--- src/rtl/csa_resolver_if.sv ---
// Handshake bundle between a carry-save producer and csa_resolver.
// The master side drives the operand pair and accepts the resolved result.
interface csa_resolver_if #(
    parameter int unsigned WIDTH = 10
);
    logic             in_valid;
    logic             in_ready;
    logic [WIDTH-1:0] in_sum;
    logic [WIDTH-1:0] in_carry;
    logic             out_valid;
    logic             out_ready;
    logic [WIDTH+1:0] out_result;
    logic             busy;

    modport master (
        output in_valid, in_sum, in_carry, out_ready,
        input  in_ready, out_valid, out_result, busy
    );

    modport slave (
        input  in_valid, in_sum, in_carry, out_ready,
        output in_ready, out_valid, out_result, busy
    );
endinterface

--- src/rtl/csa_resolver.sv ---
// Resolves one carry-save (sum, carry) pair to binary with a CHUNK-bit-per-cycle adder.
// Optional feature: define CSA_RES_ZERO_BYPASS_EN to skip the adder when carry is zero.
module csa_resolver #(
    parameter int unsigned WIDTH = 10,
    parameter int unsigned CHUNK = 4
) (
    input logic           clk,
    input logic           rst_n,
    csa_resolver_if.slave bus
);
    localparam int unsigned RW  = WIDTH + 2;
    localparam int unsigned NCH = RW / CHUNK;
    localparam int unsigned KW  = (NCH > 1) ? $clog2(NCH) : 1;

    if ((RW % CHUNK) != 0) begin : g_bad_chunk
        $error("csa_resolver: (WIDTH+2) must be a multiple of CHUNK");
    end

    typedef enum logic [1:0] {StIdle, StAdd, StDone} state_e;

    state_e          state_q, state_d;
    logic [RW-1:0]   a_q, a_d, b_q, b_d, res_q, res_d;
    logic [KW-1:0]   k_q, k_d;
    logic            cflop_q, cflop_d;
    logic            rdy_q;
    logic [CHUNK-1:0] a_ch, b_ch;
    logic [CHUNK:0]  chunk_sum;
    logic            accept;

    assign accept = bus.in_valid && rdy_q;

    // Constant-index mux keeps the chunk select free of variable part-selects.
    always_comb begin
        a_ch = '0;
        b_ch = '0;
        for (int unsigned i = 0; i < NCH; i++) begin
            if (k_q == KW'(i)) begin
                a_ch = a_q[i*CHUNK +: CHUNK];
                b_ch = b_q[i*CHUNK +: CHUNK];
            end
        end
    end

    assign chunk_sum = {1'b0, a_ch} + {1'b0, b_ch} + {{CHUNK{1'b0}}, cflop_q};

    always_comb begin
        state_d = state_q;
        a_d     = a_q;
        b_d     = b_q;
        res_d   = res_q;
        k_d     = k_q;
        cflop_d = cflop_q;
        unique case (state_q)
            StIdle: begin
                if (accept) begin
                    a_d = {2'b00, bus.in_sum};
                    b_d = {1'b0, bus.in_carry, 1'b0};
`ifdef CSA_RES_ZERO_BYPASS_EN
                    if (bus.in_carry == '0) begin
                        res_d   = {2'b00, bus.in_sum};
                        state_d = StDone;
                    end else begin
                        state_d = StAdd;
                    end
`else
                    state_d = StAdd;
`endif
                end
            end
            StAdd: begin
                for (int unsigned i = 0; i < NCH; i++) begin
                    if (k_q == KW'(i)) res_d[i*CHUNK +: CHUNK] = chunk_sum[CHUNK-1:0];
                end
                // Top chunk's carry out is always zero by operand range; drop it.
                if (k_q == KW'(NCH - 1)) begin
                    state_d = StDone;
                    k_d     = '0;
                    cflop_d = 1'b0;
                end else begin
                    k_d     = k_q + 1'b1;
                    cflop_d = chunk_sum[CHUNK];
                end
            end
            StDone: begin
                if (bus.out_ready) state_d = StIdle;
            end
            default: state_d = StIdle;
        endcase
    end

    always_ff @(posedge clk or negedge rst_n) begin
        if (!rst_n) begin
            state_q <= StIdle;
            a_q     <= '0;
            b_q     <= '0;
            res_q   <= '0;
            k_q     <= '0;
            cflop_q <= 1'b0;
            rdy_q   <= 1'b0;
        end else begin
            state_q <= state_d;
            a_q     <= a_d;
            b_q     <= b_d;
            res_q   <= res_d;
            k_q     <= k_d;
            cflop_q <= cflop_d;
            rdy_q   <= (state_d == StIdle);
        end
    end

    assign bus.in_ready   = rdy_q;
    assign bus.out_valid  = (state_q == StDone);
    assign bus.out_result = res_q;
    assign bus.busy       = (state_q != StIdle);
endmodule
--- src/flat_wrapper.sv ---
// flat-port wrapper written by rule: the top's interface ports become plain ports
module csa_resolver_flat 
#(
    parameter int unsigned WIDTH = 10,
    parameter int unsigned CHUNK = 4
)
  (clk, rst_n, bus_in_valid, bus_in_sum, bus_in_carry, bus_out_ready, bus_in_ready, bus_out_valid, bus_out_result, bus_busy);
  csa_resolver_if #(.WIDTH(WIDTH)) bus_i ();
  input logic clk;
  input logic rst_n;
  input wire logic [$bits(bus_i.in_valid)-1:0] bus_in_valid;
  input wire logic [$bits(bus_i.in_sum)-1:0] bus_in_sum;
  input wire logic [$bits(bus_i.in_carry)-1:0] bus_in_carry;
  input wire logic [$bits(bus_i.out_ready)-1:0] bus_out_ready;
  output wire logic [$bits(bus_i.in_ready)-1:0] bus_in_ready;
  output wire logic [$bits(bus_i.out_valid)-1:0] bus_out_valid;
  output wire logic [$bits(bus_i.out_result)-1:0] bus_out_result;
  output wire logic [$bits(bus_i.busy)-1:0] bus_busy;
  assign bus_i.in_valid = bus_in_valid;
  assign bus_i.in_sum = bus_in_sum;
  assign bus_i.in_carry = bus_in_carry;
  assign bus_i.out_ready = bus_out_ready;
  assign bus_in_ready = bus_i.in_ready;
  assign bus_out_valid = bus_i.out_valid;
  assign bus_out_result = bus_i.out_result;
  assign bus_busy = bus_i.busy;
  csa_resolver #(.WIDTH(WIDTH), .CHUNK(CHUNK)) u_core (.clk(clk), .rst_n(rst_n), .bus(bus_i));
endmodule
--- config.mk ---
export PLATFORM = sky130hd
export DESIGN_NAME = csa_resolver_flat
export DESIGN_NICKNAME = d
export VERILOG_FILES = /design/src/rtl/csa_resolver_if.sv /design/src/rtl/csa_resolver.sv /design/src/flat_wrapper.sv
export SDC_FILE = /design/constraint.sdc
export NUM_CORES = 1
export LEC_CHECK = 0
export BUFFER_PORTS_ARGS = -buffer_cell sky130_fd_sc_hd__buf_2
export CAP_MARGIN = 0
export CORE_ASPECT_RATIO = 1.4
export CORE_MARGIN = 2
export CORE_UTILIZATION = 37
export CTS_BUF_LIST = sky130_fd_sc_hd__clkbuf_8
export CTS_CLUSTER_DIAMETER = 80
export DETAILED_ROUTE_END_ITERATION = 7
export PLACE_DENSITY_LB_ADDON = 0.05
export SLEW_MARGIN = 5
export SYNTH_ARGS = -nofsm -noshare
export SYNTH_HDL_FRONTEND = slang
export SYNTH_SLANG_ARGS = --single-unit
--- constraint.sdc ---
create_clock -name clk -period 3.7 [get_ports clk]
set_clock_uncertainty 0.1 [all_clocks]
set_input_delay 0.925 -clock clk [delete_from_list [all_inputs] [get_ports clk]]
set_output_delay 0.925 -clock clk [all_outputs]
set_load 0.01 [all_outputs]
==> results.yml <==
outcome:
  status: "finished clean"
worst_setup_path:
  cp-startpoint: "u_core.k_q[0]"
  cp_data_arrival_time_ps: 2820
  startpoint_type: "register"
  cpMostUsedCell: "fa_1"
  worst_setup_path_end_kind: "register"
  crit_required_ps: 3770
  path_class: "reg2reg"
  cp.buffers_inverters: 0
  cpLargestDelayFamily: "adder cells"
  cp_max_fo: 14
  r2r_start: "u_core.k_q[0]"
  crit_slowest_cell: "dfrtp_1"
  cpPeakStageDelay_ps: 740
  crit_path_cell_trace: "nor2b_1 > nand2_1 > o21ai_0 > fa_1 > fa_1 > a21o_1 > a21oi_1 > o31ai_1"
drt:
  drtAntennaViolNets: 0
  drt_pass1_iterations: 4
  viasPerCell: 4.92
  drc: 0
  wl_um: 3510
  vias: 1210
  drt_iter0_drc: 34
  wl_per_cell_um: 14.3
clock_tree:
  postCtsSetupBuffers: 0
  clk_pin_slew_ps: 80
  cts.htree.levels: 2
  ctsHoldBuffers: 0
  cts_buffers: 5
  cts_root_buffer: "clkbuf_8"
  cts.sinks: 38
  cts_buffer_depth: 2
  insertion_delay_ps: 290
  cts_tree: "built"
  cts_resized: 0
timing:
  period_minus_slack_ps: 2750
  hold_slack_ps: 383
  setup_tns_ps: 0
  drv_slew: 0
  setup_viol: 0
  timing.slew.headroom_pct: 43.7
  fin_crit_sh_pct: 74.4
  rsz0062_at_grt: "no"
  finalHoldViolations: 0
  worst_slew_pin_slew_ps: 844
  timing.fmax_ghz: 0.363
grt:
  grt_pass1_wl_um: 6150
  antenna_found_initial: 0
  grt.total_usage_pct: 14.3
  grt_max_degree: 39
  grt-ovfl-total: 0
  grt_pass1_vias: 1301
placement:
  numPortBuffers: 38
  dp_hpwl_um: 2630
  placed_cell_area_um2: 2100
  globalplace.congestion: 0.738
cells_and_area:
  stdcell_area_um2: 2240
  layout.nets: 210
  mostFrequentLayoutCells: "buf_2, dfrtp_1, mux2_4"
  diodes: 0
  areaGrowthSynthToFinish_pct: 19.9
  final_layout_size_suffix_gt1_share_pct: 37.4
synth:
  syn-num-nets: 170
  yosysTopAreaCell: "dfrtp_1"
  synth.distinct_cells: 32
  syn_area_per_cell_um2: 13.2
  syn_inst: 141
  synth-seq-area-share_pct: 50.9
  synth_top_area_share_pct: 50.9
  synthTopCellsByArea: "dfrtp_1, mux2_4, mux2_1"
  syn_area_um2: 1870
  yosysWarningCount: 0
  synth-seq-cells: 38
flow_run:
  cap_violations: 0
floorplan:
  ios: 39
  initial_core_util_pct: 38.6
  chipHeight_um: 88.1
  die-width_um: 64.1
  core_area_um2: 4840
  die-area_um2: 5640
  num_rows: 30
power:
  p_leak_nw: 1.09
  peakVddDrop_v: 0.000417
  power.total_mw: 2.26
  power_density_nw_per_um2: 1010
hold_path:
  min_from: "u_core.bus.out_result[5]"
  hold_path_class: "reg2reg"
==> registers in the layout, indices dropped and copies added, names as in the netlist <==
name,cells
u_core.state_q,2
u_core.b_q,10
u_core.cflop_q,1
u_core.a_q,10
u_core.bus.out_result,12
u_core.k_q,2
u_core.bus.in_ready,1
==> layout make-up <==
class / instances / area [µm²]
Timing Repair Buffer: 39 / 198
Clock buffer: 6 / 82.6
Sequential cell: 38 / 951
Inverter: 2 / 7.51
Clock inverter: 2 / 60.1
Multi-Input combinational cell: 95 / 861
Fill cell: 474 / 2600
Tap cell: 64 / 80.1
==> report_power, final <==
group,total (mW),internal (mW),switching (mW)
registers,0.795,0.625,0.170
clock network,0.436,0.288,0.148
logic,1.03,0.542,0.487
==> cell families after synthesis <==
| group | Yosys count | synth area share (%) |
|---|---|---|
| adders and majority gates | 5 | 4.15 |
| buffers and inverters | 8 | 3.01 |
| AOI/OAI and AO/OA | 19 | 6.30 |
| xor gates and xnor gates | 1 | 0.469 |
| muxes | 33 | 23.0 |
| DFF | 38 | 50.9 |
| and+or+nand+nor | 37 | 12.1 |
==> cells in the mapped netlist <==
cell type / number
dfrtp_1: 38
mux2_4: 18
nand2_1: 9
mux2_1: 8
mux2i_1: 7
nor2_1: 5
a21o_1: 4
a21oi_1: 4
nand3_1: 4
buf_2: 3
buf_6: 3
ha_1: 3
nand2b_1: 3
nand4_1: 3
nor2b_1: 3
o211ai_1: 3
o21ai_0: 3
o21ai_1: 3
and3_1: 2
fa_1: 2
inv_1: 2
and2b_1: 1
and4bb_1: 1
and4bb_2: 1
nand4bb_1: 1
nor2_2: 1
nor3_1: 1
nor4b_4: 1
o21bai_1: 1
o31ai_1: 1
or2_1: 1
xnor2_1: 1
==> worst reg2reg max path: stages (launching register included) <==
cell and delay, ps:
dfrtp_1 740, nor2b_1 250, nand2_1 110, o21ai_0 120
fa_1 480, fa_1 430, a21o_1 190, a21oi_1 140
o31ai_1 70
==> per-layer routing <==
metal  GRT usage (%)  up-vias  wire, µm
met3            3.60        5       156
met2            24.1       31      1730
met4            5.93        0        63
met1            17.6      590      1560
met5               0        -         0
li1                -      584         -
==> per-stage QoR <==
stage,instances,util (%),worst slack [ps]
3_3_place_gp,238,43.3,1040
5_1_grt,246,46.3,702
2_1_floorplan,141,-,1280
6_report,246,46.3,946
3_5_place_dp,238,43.3,927
4_1_cts,246,46.3,898
==> worst paths after layout <==
check / end / slack, ps / depth (start not counted)
max in group asynchronous: u_core.b_q[5] / 2330 / 1
worst min-delay path: u_core.bus.out_result[5] / 380 / 1
worst min register to register: u_core.bus.out_result[5] / 380 / 1
min in group asynchronous: u_core.bus.out_result[7] / 640 / 1
worst max-delay path: u_core.cflop_q / 950 / 8
worst max register to register: u_core.cflop_q / 950 / 8
Note: power is estimated with default switching activity, not from simulation.
